File: src/rtl/rs_dec_syndrome_calc_p.sv
// RS syndrome calculator over GF(2^8), poly 0x11D: Horner accumulation of NSYM syndromes over N symbols.
// Optional macro RS_SYN_RX_TOGGLE_SYNC_EN: i_rx_en becomes a cross-domain toggle, synchronised internally.
module rs_dec_syndrome_calc_p #(
    parameter int N    = 32,
    parameter int NSYM = 4,
    parameter int FCR  = 0
) (
    input  logic              i_clk,
    input  logic              i_res,
    input  logic              i_start,
    input  logic [7:0]        i_rx,
    input  logic              i_rx_en,
    output logic [8*NSYM-1:0] o_syn,
    output logic              o_ready,
    output logic              o_zero,
    output logic              o_busy,
    output logic              o_overrun
);

    localparam int CW = $clog2(N + 1);

    typedef enum logic [1:0] {IDLE, ACC, DONE} state_t;

    state_t            state, state_n;
    logic [CW-1:0]     cnt, cnt_n;
    logic [8*NSYM-1:0] acc, acc_n, acc_mul;
    logic              zero_q, zero_n;
    logic              ovr_q, ovr_n;
    logic              strobe;

    // Multiply by alpha^k; with a constant k this folds into a fixed XOR network.
    function automatic logic [7:0] gf_mul_alpha(input logic [7:0] a, input int k);
        logic [7:0] r;
        r = a;
        for (int i = 0; i < 255; i++) begin
            if (i < (k % 255)) r = {r[6:0], 1'b0} ^ (r[7] ? 8'h1D : 8'h00);
        end
        return r;
    endfunction

    for (genvar j = 0; j < NSYM; j++) begin : g_mul
        assign acc_mul[8*j +: 8] = gf_mul_alpha(acc[8*j +: 8], FCR + j);
    end

`ifdef RS_SYN_RX_TOGGLE_SYNC_EN
    // Two synchroniser flops plus one edge-detect flop; each toggle gives one strobe.
    logic [2:0] tog_q;
    always_ff @(posedge i_clk) begin
        if (i_res) tog_q <= 3'b000;
        else       tog_q <= {tog_q[1:0], i_rx_en};
    end
    assign strobe = tog_q[1] ^ tog_q[2];
`else
    assign strobe = i_rx_en;
`endif

    always_comb begin
        state_n = state;
        cnt_n   = cnt;
        acc_n   = acc;
        ovr_n   = 1'b0;
        if (i_start) begin
            state_n = ACC;
            cnt_n   = '0;
            acc_n   = '0;
            if (strobe) begin
                acc_n = {NSYM{i_rx}};
                cnt_n = CW'(1);
                if (N == 1) state_n = DONE;
            end
        end else begin
            case (state)
                ACC: begin
                    if (strobe) begin
                        acc_n = acc_mul ^ {NSYM{i_rx}};
                        cnt_n = cnt + 1'b1;
                        if (cnt == CW'(N - 1)) state_n = DONE;
                    end
                end
                default: begin
                    if (strobe) ovr_n = 1'b1;
                end
            endcase
        end
        // Registered alongside the DONE transition so it is valid with o_ready.
        zero_n = (state_n == DONE) && (acc_n == '0);
    end

    always_ff @(posedge i_clk) begin
        if (i_res) begin
            state  <= IDLE;
            cnt    <= '0;
            acc    <= '0;
            zero_q <= 1'b0;
            ovr_q  <= 1'b0;
        end else begin
            state  <= state_n;
            cnt    <= cnt_n;
            acc    <= acc_n;
            zero_q <= zero_n;
            ovr_q  <= ovr_n;
        end
    end

    assign o_syn     = acc;
    assign o_ready   = (state == DONE);
    assign o_zero    = zero_q;
    assign o_busy    = (state == ACC);
    assign o_overrun = ovr_q;

endmodule

File: config.mk
export PLATFORM = sky130hd
export DESIGN_NAME = rs_dec_syndrome_calc_p
export DESIGN_NICKNAME = d
export VERILOG_FILES = /design/src/rtl/rs_dec_syndrome_calc_p.sv
export SDC_FILE = /design/constraint.sdc
export NUM_CORES = 1
export LEC_CHECK = 0
export CORE_MARGIN = 2
export CORE_UTILIZATION = 35
export DETAILED_ROUTE_END_ITERATION = 10
export GPL_TIMING_DRIVEN = 0
export SLEW_MARGIN = 20
export SYNTH_ARGS = -nofsm -noshare
export SYNTH_HDL_FRONTEND = slang
export SYNTH_SLANG_ARGS = --single-unit
File: constraint.sdc
create_clock -name i_clk -period 2.3 [get_ports i_clk]
set_input_delay 0.69 -clock i_clk [delete_from_list [all_inputs] [get_ports i_clk]]
set_output_delay 0.69 -clock i_clk [all_outputs]
set_load 0.02 [all_outputs]
# --- Yosys cells after proc, flatten, opt, wreduce, memory -nomap -nowiden ---
# Index checks and enable logic that the tools add are counted.
word_totals:
  inputBits: 12
  wordCells: 42
  ff_bits: 42
classes:
  n_addsub: 1
  n_eq_ne: 4
  bitwise: 7
  n_reduce_logical: 6
  n_mux: 19
ops:
  columns: ["op", "n"]
  rows:
  - ["$mux W32", 4]
  - ["$xor A8 B5 Y8", 6]
  - ["$logic_not A32 Y1", 1]
  - ["$xor A32 B32 Y32", 1]
  - ["$mux W5", 6]
  - ["$mux W6", 3]
  - ["$mux W2", 4]
  - ["$add A6 B1 Y6 const B", 1]
  - ["$eq A6 B5 Y1 const B", 1]
  - ["$eq A2 B2 Y1 const B", 2]
  - ["$reduce_bool A2 Y1", 2]
  - ["$reduce_or A3 Y1", 1]
  - ["$eq A2 B1 Y1 const B", 1]
  - ["$mux W1", 2]
  - ["$reduce_and A2 Y1", 1]
  - ["$logic_and A1 B1 Y1", 1]

# --- Longest topological paths before layout ---
# Gate-level depths: netlist of the first run.
logic_depth:
  depth_word: 12
  depth_mapped: 8
  depth_no_buf: 7

# --- Worst setup path before layout of the first run ---
# Ideal clock, no wire load.
synth_path:
  path_type: "input-to-reg"
  startpoint: "input i_rx[4]"
  endpoint: "register zero_q (netlist: o_zero)"
  setup_time_ns: 0.088
  slack_ns: 0.124
  t_arrival_ns: 2.088
  required_ns: 2.212
  stages: 7
  path_cell_list: "buf_2 xor2_1 xnor2_1 xor2_1 a221o_1 or3_1 nor4_2"
synth_between:
  elab_chain_len: 6
  elab_cells_between_ends: 7
synth_rtl:
  columns: ["element", "line", "rtl"]
  rows:
  - ["start: declaration", "11", "input logic [7:0] i_rx,"]
  - ["$xor A32 B32 Y32", "75", "acc_n = acc_mul ^ {NSYM{i_rx}};"]
  - ["$mux W32", "74", "if (strobe) begin"]
  - ["$mux W32", "72", "case (state)"]
  - ["$mux W32 (*)", "62", "if (i_start) begin"]
  - ["$logic_not A32 Y1 (*)", "86", "zero_n = (state_n == DONE) && (acc_n == '0);"]
  - ["$logic_and A1 B1 Y1 (*)", "86", null]
  - ["end signal: assignment", "100", "zero_q <= zero_n;"]
  - ["end: declaration", "27", "logic zero_q, zero_n;"]
# Mark *: on every way between the ends. The rest lies on a longest branch, timed or not.
# A chain may end at the register's enable or synchronous reset.

# --- Final worst setup path of the first run ---
layout_path:
  startpoint: "input i_rx[7]"
  endpoint: "register zero_q (netlist: o_zero)"
# Same word-level chain as after synthesis.

==> report_table.html, run 1 <==
<table>
<tr><th>Metric</th><th>Value</th></tr>
<tr><th colspan="2">Hold path</th></tr>
<tr><td>Class of the worst hold path</td><td>register to register</td></tr>
<tr><th colspan="2">Drt</th></tr>
<tr><td>Drt first-iter violations</td><td>313</td></tr>
<tr><td>Vias after detailed routing</td><td>2979</td></tr>
<tr><td>Total iterations of the first detailed-routing run</td><td>5</td></tr>
<tr><td>DR WL/cell</td><td>18.8 um</td></tr>
<tr><td>DRC</td><td>0</td></tr>
<tr><td>Per-cell via count in the routed design</td><td>about 5.8</td></tr>
<tr><td>Number of nets with antenna violations after detailed routing</td><td>0</td></tr>
<tr><td>Final routed wirelength across all metal layers</td><td>around 9700 um</td></tr>
<tr><th colspan="2">Synth</th></tr>
<tr><td>EDFF count, synth</td><td>0</td></tr>
<tr><td>Area fraction in compound gates after synthesis</td><td>25.2%</td></tr>
<tr><td>Synthesized-area fraction occupied by and/or/nand/nor cells</td><td>between 20% and 30%</td></tr>
<tr><td>Main combinational cell family by area after synthesis</td><td>simple AND/OR/NAND/NOR gates</td></tr>
<tr><td>Net Count, Synth</td><td>375</td></tr>
<tr><td>Dominant synthesized flop cell</td><td>dfxtp_1</td></tr>
<tr><td>Count of state elements after synthesis</td><td>42</td></tr>
<tr><td>Async set-or-reset flop fraction in the synthesized netlist</td><td>0%</td></tr>
<tr><td>Total of warnings raised by yosys</td><td>0</td></tr>
<tr><td>Post-Syn Area per Cell</td><td>around 7.6 um2</td></tr>
<tr><td>Netlist cell types</td><td>a little under 60</td></tr>
<tr><td>Sequential area share after synthesis</td><td>~31%</td></tr>
<tr><td>Netlist area before placement</td><td>roughly 2700 um2</td></tr>
<tr><td>Synth Area in Adders</td><td>less than 1%</td></tr>
<tr><td>Proportion of synthesized area in mux cells</td><td>less than 1%</td></tr>
<tr><td>Post-synthesis cell count</td><td>approximately 360</td></tr>
<tr><td>Post-synthesis share of cell area spent on xor and xnor gates</td><td>10.9%</td></tr>
<tr><th colspan="2">Power and ir drop</th></tr>
<tr><td>Cell Int Power</td><td>about 1.3 mW</td></tr>
<tr><td>Ratio of total power to cell area</td><td>554 nW/um2</td></tr>
<tr><td>Max IR drop VDD</td><td>0.204 mV</td></tr>
<tr><td>Leak pwr</td><td>roughly 1.3 nW</td></tr>
<tr><td>Net Sw Frac</td><td>32.5%</td></tr>
<tr><td>Clock share of power</td><td>a little under a third</td></tr>
<tr><td>Net switching power figure</td><td>between 0.6 and 0.7 mW</td></tr>
<tr><td>Proportion of power drawn by combinational gates</td><td>~28%</td></tr>
<tr><td>Proportion of power drawn by flip-flops and latches</td><td>a little over two fifths</td></tr>
<tr><th colspan="2">Die</th></tr>
<tr><td>Starting Density</td><td>~36%</td></tr>
<tr><td>Total number of placement rows</td><td>32</td></tr>
<tr><td>Count of pins on the block boundary</td><td>48</td></tr>
<tr><td>Width of the die</td><td>slightly above 90 um</td></tr>
<tr><td>Area of the die</td><td>between 8000 and 9000 um2</td></tr>
<tr><td>Standard cell core area</td><td>between 7000 and 8000 um2</td></tr>
<tr><td>Die Height</td><td>approximately 90 um</td></tr>
<tr><th colspan="2">STA</th></tr>
<tr><td>Transition time of the tightest slew-check pin</td><td>0.641 ns</td></tr>
<tr><td>Minimum period implied by the final worst setup slack</td><td>2.22 ns</td></tr>
<tr><td>Total count of max-transition violations in the final report</td><td>0</td></tr>
<tr><td>Total of endpoints with negative setup slack in the final report</td><td>0</td></tr>
<tr><td>Achievable Freq</td><td>approximately 450 MHz</td></tr>
<tr><td>Worst hold slack across all endpoints</td><td>slightly below 0.5 ns</td></tr>
<tr><td>Setup TNS Final</td><td>0 ns</td></tr>
<tr><td>Setup repair after global routing missed its margin</td><td>no</td></tr>
<tr><td>Hold violation count in the final report</td><td>0</td></tr>
<tr><td>Worst-case headroom to the max-slew limit</td><td>57.3%</td></tr>
<tr><td>Largest clock skew in the final design</td><td>around 0.0048 ns</td></tr>
<tr><td>Final cycle utilization of the critical path</td><td>96.4%</td></tr>
<tr><th colspan="2">Worst setup path</th></tr>
<tr><td>Worst Setup Start Kind</td><td>input port</td></tr>
<tr><td>Critical path arrival</td><td>about 2.4 ns</td></tr>
<tr><td>Critical-path maximum fanout</td><td>10</td></tr>
<tr><td>Endpoint required time on the critical path</td><td>between 2 and 3 ns</td></tr>
<tr><td>Worst setup EP type</td><td>register</td></tr>
<tr><td>Worst setup path category</td><td>input port to register</td></tr>
<tr><th colspan="2">Placed design</th></tr>
<tr><td>Placed cell count</td><td>505</td></tr>
<tr><td>Count of input and output buffers</td><td>between 40 and 50</td></tr>
<tr><td>HPWL Detailed</td><td>just over 7000 um</td></tr>
<tr><td>GP Congestion</td><td>roughly 0.94</td></tr>
<tr><td>Cell area reported after detailed placement</td><td>approximately 3300 um2</td></tr>
<tr><th colspan="2">Global route</th></tr>
<tr><td>GR Util All Layers</td><td>between 20% and 30%</td></tr>
<tr><td>Largest net degree at the start of global routing</td><td>14</td></tr>
<tr><td>Via count of the first global-routing pass</td><td>roughly 2700</td></tr>
<tr><td>Initial antenna violation count</td><td>0</td></tr>
<tr><td>First-pass GRT wire length</td><td>approximately 15000 um</td></tr>
<tr><td>Global route total overflow</td><td>0</td></tr>
<tr><th colspan="2">Run status</th></tr>
<tr><td>Run status</td><td>finished clean</td></tr>
<tr><th colspan="2">Final layout</th></tr>
<tr><td>Ratio of cells with drive above 1 in the final layout</td><td>11.6%</td></tr>
<tr><td>Post-layout instance area</td><td>3490 um2</td></tr>
<tr><td>Count of filler cells inserted in the layout</td><td>754</td></tr>
<tr><td>Commonest cells after routing, fill and taps aside</td><td>dfxtp_1 (40), nor2_1 (36), clkdlybuf4s50_1 (35)</td></tr>
<tr><td>Syn-to-layout area delta</td><td>27.3%</td></tr>
<tr><td>Antenna diodes</td><td>0</td></tr>
<tr><td>Final #Nets</td><td>roughly 430</td></tr>
<tr><td>Number of standard cells in the layout, taps in and fillers out</td><td>about 520</td></tr>
<tr><td>Most common cell after layout, fill and taps aside</td><td>dfxtp_1</td></tr>
<tr><th colspan="2">Clocking</th></tr>
<tr><td>Cell at the root of the clock tree</td><td>clkbuf_8</td></tr>
<tr><td>Clock Latency Late Sink</td><td>about 0.30 ns</td></tr>
<tr><td>Number of sinks driven by the clock tree</td><td>42</td></tr>
<tr><td>Clock Path Buffers</td><td>2</td></tr>
<tr><td>Clock tree from TritonCTS</td><td>yes</td></tr>
<tr><td>Inserted Clock Buffers</td><td>5</td></tr>
<tr><td>Clk pin slew, worst setup/hold paths</td><td>0.08 ns</td></tr>
<tr><td>Hold buffer count at CTS</td><td>0</td></tr>
<tr><td>Depth of the CTS H-tree</td><td>2</td></tr>
<tr><th colspan="2">Run</th></tr>
<tr><td>Count of max-cap constraint violations</td><td>0</td></tr>
</table>
==> per-layer routing <==
metal	vias to the layer above	track usage, %	wire length (um)
li1	1388	-	-
met1	1357	32.4	4230
met2	196	34.1	4210
met3	38	4.80	885
met4	0	9.33	378
met5	-	0	0
==> layout make-up <==
| class | count | area (um2) | area share (%) |
|---|---|---|---|
| plain buffers | 32 | 189 | 5.41 |
| clock buffers | 6 | 72.6 | 2.08 |
| clock inverters | 2 | 37.5 | 1.07 |
| inverters | 6 | 23.8 | 0.681 |
| multi-input cells | 281 | 1760 | 50.5 |
| flip-flops and latches | 42 | 843 | 24.1 |
| well taps | 102 | 128 | 3.65 |
| repair buffers | 44 | 437 | 12.5 |
==> sequential cells by signal (all words and copies together) (netlist names) <==
signal     flops
cnt            6
o_overrun      1
o_syn         32
o_zero         1
state          2
==> synthesized netlist by cell type, drive strengths merged, types with 5 or more instances <==
master,number,area [um2]
o21bai,6,45.0
a31oi,6,37.5
o211ai,11,87.6
buf,16,92.6
dfxtp,42,841
nand2,33,124
nor2,37,139
xor2,8,70.1
inv,5,18.8
nand3,13,65.1
nor2b,14,87.6
nand3b,5,37.5
a21oi,33,165
and3,7,43.8
xnor2,26,228
nand4,5,31.3
a22oi,6,45.0
nor3,5,25.0
clkbuf,17,67.6
o21ai,18,90.1
==> worst max-delay path: stages <==
cell,delay (ns)
clkdlybuf4s50_1,0.49
buf_4,0.20
nand3_1,0.09
o22ai_1,0.18
a21oi_1,0.08
or3_1,0.38
nor4_2,0.31
==> power groups by stage <==
| stage | logic [mW] | clock network (mW) | registers (mW) |
|---|---|---|---|
| after global routing | 0.572 | 0.637 | 0.817 |
| after detailed placement | 0.509 | 0 | 0.823 |
| after floorplan | 0.299 | 0 | 0.848 |
| after CTS | 0.521 | 0.615 | 0.807 |
| final | 0.533 | 0.591 | 0.810 |
| after global placement | 0.506 | 0 | 0.823 |
==> logic make-up (layout without fill, tap and decap cells) <==
| kind of cell | count (synthesis) | after routing |
|---|---|---|
| mux | 1 | 1 |
| compound gates | 105 | 105 |
| xor+xnor | 34 | 34 |
| buf+inv | 39 | 90 |
| simple gates | 140 | 140 |
| flops | 42 | 42 |
| fa+ha+maj | 1 | 1 |
==> metrics by stage <==
step	util (%)	setup slack, ns	total power, mW
finish	45.7	0.0825	1.94
global route	45.7	0.0225	2.03
CTS	44.9	-0.141	1.94
detailed placement	42.9	-0.812	1.33
global placement	42.9	-0.858	1.33
floorplan	-	0.124	1.15
==> timing repair <==
action	in CTS	in global routing
gates resized for setup	19	21
buffers inserted	0	3
pin swaps	4	3
setup endpoints to repair	24	10
==> worst paths after layout <==
kind	from	endpoint	slack, ns	cells past startpoint
hold reg to reg	cnt[1]	cnt[1]	0.48	2
hold / removal	cnt[1]	cnt[1]	0.48	2
setup reg to reg	o_syn[31]	o_zero	0.18	6
setup / recovery	i_rx[7]	o_zero	0.08	7
Power figures use the tool's default switching activity.
==> inputs of run 2 (changes only) <==
--- a/config.mk
+++ b/config.mk
@@ -9,6 +9,7 @@
 export CORE_UTILIZATION = 35
 export DETAILED_ROUTE_END_ITERATION = 10
 export GPL_TIMING_DRIVEN = 0
+export MAX_ROUTING_LAYER = met4
 export SLEW_MARGIN = 20
 export SYNTH_ARGS = -nofsm -noshare
 export SYNTH_HDL_FRONTEND = slang
==> run 2 against run 1 <==
  * Maximum frequency shrank 2.7%
  * Final cell count decreased by 0.78%
  * Hold slack gained 0.00087 ns
  * Critical path depth unchanged
  * Sequential power barely moved
  * Flip-flop and latch count is the same
  * Core utilization shrank 0.15 points
  * Wire length is 0.38% higher
  * Via count decreased by 0.94%
  * Combinational power barely moved
  * Sequential share of layout area barely moved
  * Critical endpoint unchanged
  * Largest power group unchanged
  * Highest routed layer unchanged
==> report_table.html, run 2 (same netlist as run 1, synthesis figures left out) <==
<table>
<tr><th>Metric</th><th>Value</th></tr>
<tr><th colspan="2">Run status</th></tr>
<tr><td>Run status</td><td>finished clean</td></tr>
<tr><th colspan="2">Clocking</th></tr>
<tr><td>Clock Latency Late Sink</td><td>about 0.30 ns</td></tr>
<tr><td>Depth of the CTS H-tree</td><td>2</td></tr>
<tr><td>Clock tree from TritonCTS</td><td>yes</td></tr>
<tr><td>Cell at the root of the clock tree</td><td>clkbuf_8</td></tr>
<tr><td>Inserted Clock Buffers</td><td>5</td></tr>
<tr><td>Post-CTS Setup Bufs</td><td>0</td></tr>
<tr><td>Hold buffer count at CTS</td><td>0</td></tr>
<tr><td>Clk pin slew, worst setup/hold paths</td><td>0.08 ns</td></tr>
<tr><td>Clock Path Buffers</td><td>2</td></tr>
<tr><td>Number of sinks driven by the clock tree</td><td>42</td></tr>
<tr><th colspan="2">Power and ir drop</th></tr>
<tr><td>Clock share of power</td><td>about 31%</td></tr>
<tr><td>Net Sw Frac</td><td>32.7%</td></tr>
<tr><td>Cell Int Power</td><td>about 1.3 mW</td></tr>
<tr><td>Ratio of total power to cell area</td><td>around 560 nW/um2</td></tr>
<tr><td>Proportion of power drawn by combinational gates</td><td>approximately 28%</td></tr>
<tr><td>Proportion of power drawn by flip-flops and latches</td><td>a little over two fifths</td></tr>
<tr><td>Net switching power figure</td><td>between 0.6 and 0.7 mW</td></tr>
<tr><td>Final Total Pwr</td><td>slightly below 2 mW</td></tr>
<tr><td>Max IR drop VDD</td><td>between 0.2 and 0.25 mV</td></tr>
<tr><td>Leak pwr</td><td>1.26 nW</td></tr>
<tr><th colspan="2">Placed design</th></tr>
<tr><td>Placed cell count</td><td>505</td></tr>
<tr><td>Count of input and output buffers</td><td>41</td></tr>
<tr><td>HPWL Detailed</td><td>7060 um</td></tr>
<tr><td>GP Congestion</td><td>roughly 0.97</td></tr>
<tr><th colspan="2">Global route</th></tr>
<tr><td>GR Util All Layers</td><td>around a quarter</td></tr>
<tr><td>First-pass GRT wire length</td><td>roughly 15000 um</td></tr>
<tr><td>Initial antenna violation count</td><td>0</td></tr>
<tr><td>Global route total overflow</td><td>0</td></tr>
<tr><td>Via count of the first global-routing pass</td><td>~2700</td></tr>
<tr><td>Largest net degree at the start of global routing</td><td>14</td></tr>
<tr><th colspan="2">Final layout</th></tr>
<tr><td>Number of flip-flops under the largest register name</td><td>32</td></tr>
<tr><td>Ratio of cells with drive above 1 in the final layout</td><td>around 11%</td></tr>
<tr><td>Number of standard cells in the layout, taps in and fillers out</td><td>511</td></tr>
<tr><td>Antenna diodes</td><td>0</td></tr>
<tr><td>Most common cell after layout, fill and taps aside</td><td>dfxtp_1</td></tr>
<tr><td>Final #Nets</td><td>~420</td></tr>
<tr><td>Syn-to-layout area delta</td><td>26.9%</td></tr>
<tr><td>Commonest cells after routing, fill and taps aside</td><td>dfxtp_1 (41), nor2_1 (36), clkdlybuf4s50_1 (35)</td></tr>
<tr><th colspan="2">Worst setup path</th></tr>
<tr><td>CP bufs+invs</td><td>1</td></tr>
<tr><td>Worst setup path category</td><td>input port to register</td></tr>
<tr><td>Critical path's most frequent cell</td><td>xor2_1</td></tr>
<tr><td>Critical path arrival</td><td>2.48 ns</td></tr>
<tr><td>Top Family by Delay on Critical Path</td><td>simple AND/OR/NAND/NOR gates</td></tr>
<tr><td>Endpoint required time on the critical path</td><td>about 2.5 ns</td></tr>
<tr><td>Critical-path maximum fanout</td><td>6</td></tr>
<tr><td>Slowest stage delay, CP</td><td>around 0.40 ns</td></tr>
<tr><td>Chain of cells forming the critical path</td><td>clkbuf_4 -&gt; xor2_1 -&gt; xnor2_1 -&gt; xor2_1 -&gt; a221o_1 -&gt; or3_4 -&gt; nor4_2</td></tr>
<tr><td>Max stage delay cell, worst path</td><td>or3_4</td></tr>
<tr><td>Worst setup EP type</td><td>register</td></tr>
<tr><td>Worst Setup Start Kind</td><td>input port</td></tr>
<tr><th colspan="2">Drt</th></tr>
<tr><td>Final routed wirelength across all metal layers</td><td>9740 um</td></tr>
<tr><td>Drt first-iter violations</td><td>approximately 400</td></tr>
<tr><td>Vias after detailed routing</td><td>2951</td></tr>
<tr><td>DR WL/cell</td><td>roughly 19 um</td></tr>
<tr><td>Per-cell via count in the routed design</td><td>just under 6</td></tr>
<tr><td>Total iterations of the first detailed-routing run</td><td>5</td></tr>
<tr><td>DRC</td><td>0</td></tr>
<tr><td>Number of nets with antenna violations after detailed routing</td><td>0</td></tr>
<tr><th colspan="2">STA</th></tr>
<tr><td>Worst hold slack across all endpoints</td><td>just under 0.5 ns</td></tr>
<tr><td>Total of endpoints with negative setup slack in the final report</td><td>0</td></tr>
<tr><td>Minimum period implied by the final worst setup slack</td><td>between 2 and 2.5 ns</td></tr>
<tr><td>Transition time of the tightest slew-check pin</td><td>~0.65 ns</td></tr>
<tr><td>Achievable Freq</td><td>around 440 MHz</td></tr>
<tr><td>Worst-case headroom to the max-slew limit</td><td>roughly 57%</td></tr>
<tr><td>Total count of max-transition violations in the final report</td><td>0</td></tr>
<tr><td>Largest clock skew in the final design</td><td>0.00482 ns</td></tr>
<tr><td>Setup repair after global routing missed its margin</td><td>yes</td></tr>
<tr><td>Final cycle utilization of the critical path</td><td>between 90% and 100%</td></tr>
<tr><td>Setup TNS Final</td><td>0 ns</td></tr>
<tr><td>Hold violation count in the final report</td><td>0</td></tr>
<tr><th colspan="2">Hold path</th></tr>
<tr><td>Class of the worst hold path</td><td>register to register</td></tr>
<tr><th colspan="2">Die</th></tr>
<tr><td>Standard cell core area</td><td>7650 um2</td></tr>
<tr><td>Starting Density</td><td>a little over a third</td></tr>
<tr><td>Count of pins on the block boundary</td><td>48</td></tr>
<tr><td>Total number of placement rows</td><td>32</td></tr>
<tr><td>Die Height</td><td>just over 90 um</td></tr>
<tr><td>Area of the die</td><td>about 8600 um2</td></tr>
<tr><td>Width of the die</td><td>92.5 um</td></tr>
<tr><th colspan="2">Run</th></tr>
<tr><td>Count of max-cap constraint violations</td><td>0</td></tr>
</table>
## run 2: what timing repair did
action	in CTS	in global routing
resized for setup	18	25
endpoints found under the setup margin	22	10
pin swaps	2	5
cloned	0	0
## run 2: worst reg2reg max path, delay by kind of cell (launching register included)
kind | cells | cell delay, ns
AOI/OAI and AO/OA | 1 | 0.39
xor gates and xnor gates | 2 | 0.32
buffers and inverters | 1 | 0.30
DFF | 1 | 0.35
and+or+nand+nor | 2 | 0.71
## run 2: through the flow
step	instance area (um2)	setup slack [ns]	util [%]
after floorplan	2740	0.124	-
after global placement	3280	-0.851	42.9
after detailed placement	3280	-0.845	42.9
after CTS	3430	-0.202	44.9
after global routing	3480	-0.0104	45.5
final	3480	0.0213	45.5
## run 2: worst paths after layout
kind | from | end | slack, ns | cells after the start
hold reg to reg | cnt[1] | cnt[1] | 0.49 | 2
hold / removal | cnt[1] | cnt[1] | 0.49 | 2
setup reg to reg | o_syn[31] | o_zero | 0.12 | 6
setup / recovery | i_rx[4] | o_zero | 0.02 | 7
## run 2: layout make-up
type / count / area (um2)
Fill cell: 800 / 4170
Multi-Input combinational cell: 281 / 1780
Sequential cell: 42 / 842
Timing Repair Buffer: 41 / 415
Buffer: 31 / 185
Tap cell: 102 / 128
Clock buffer: 6 / 72.6
Clock inverter: 2 / 37.5
Inverter: 6 / 23.8
## run 2: metal layers
layer	wire, um	GRT usage, %	up-vias
met5	0	-	-
met4	284	7.09	0
met3	727	3.01	24
met2	4370	36.2	165
met1	4350	31.8	1384
li1	-	-	1378
## run 2: power groups by stage
stage	clock network [mW]	logic, mW	registers (mW)
2_1_floorplan	0	0.299	0.848
3_3_place_gp	0	0.505	0.823
3_5_place_dp	0	0.506	0.823
4_1_cts	0.612	0.518	0.807
5_1_grt	0.637	0.569	0.816
6_report	0.594	0.536	0.811
==> inputs of run 3 (changes only) <==
--- a/config.mk
+++ b/config.mk
@@ -10,7 +10,6 @@
 export DETAILED_ROUTE_END_ITERATION = 10
 export GPL_TIMING_DRIVEN = 0
 export MAX_ROUTING_LAYER = met4
-export SLEW_MARGIN = 20
 export SYNTH_ARGS = -nofsm -noshare
 export SYNTH_HDL_FRONTEND = slang
 export SYNTH_SLANG_ARGS = --single-unit
==> results of run 3 <==
Same layout as run 2: the final DEF is identical, and so are final timing and power.
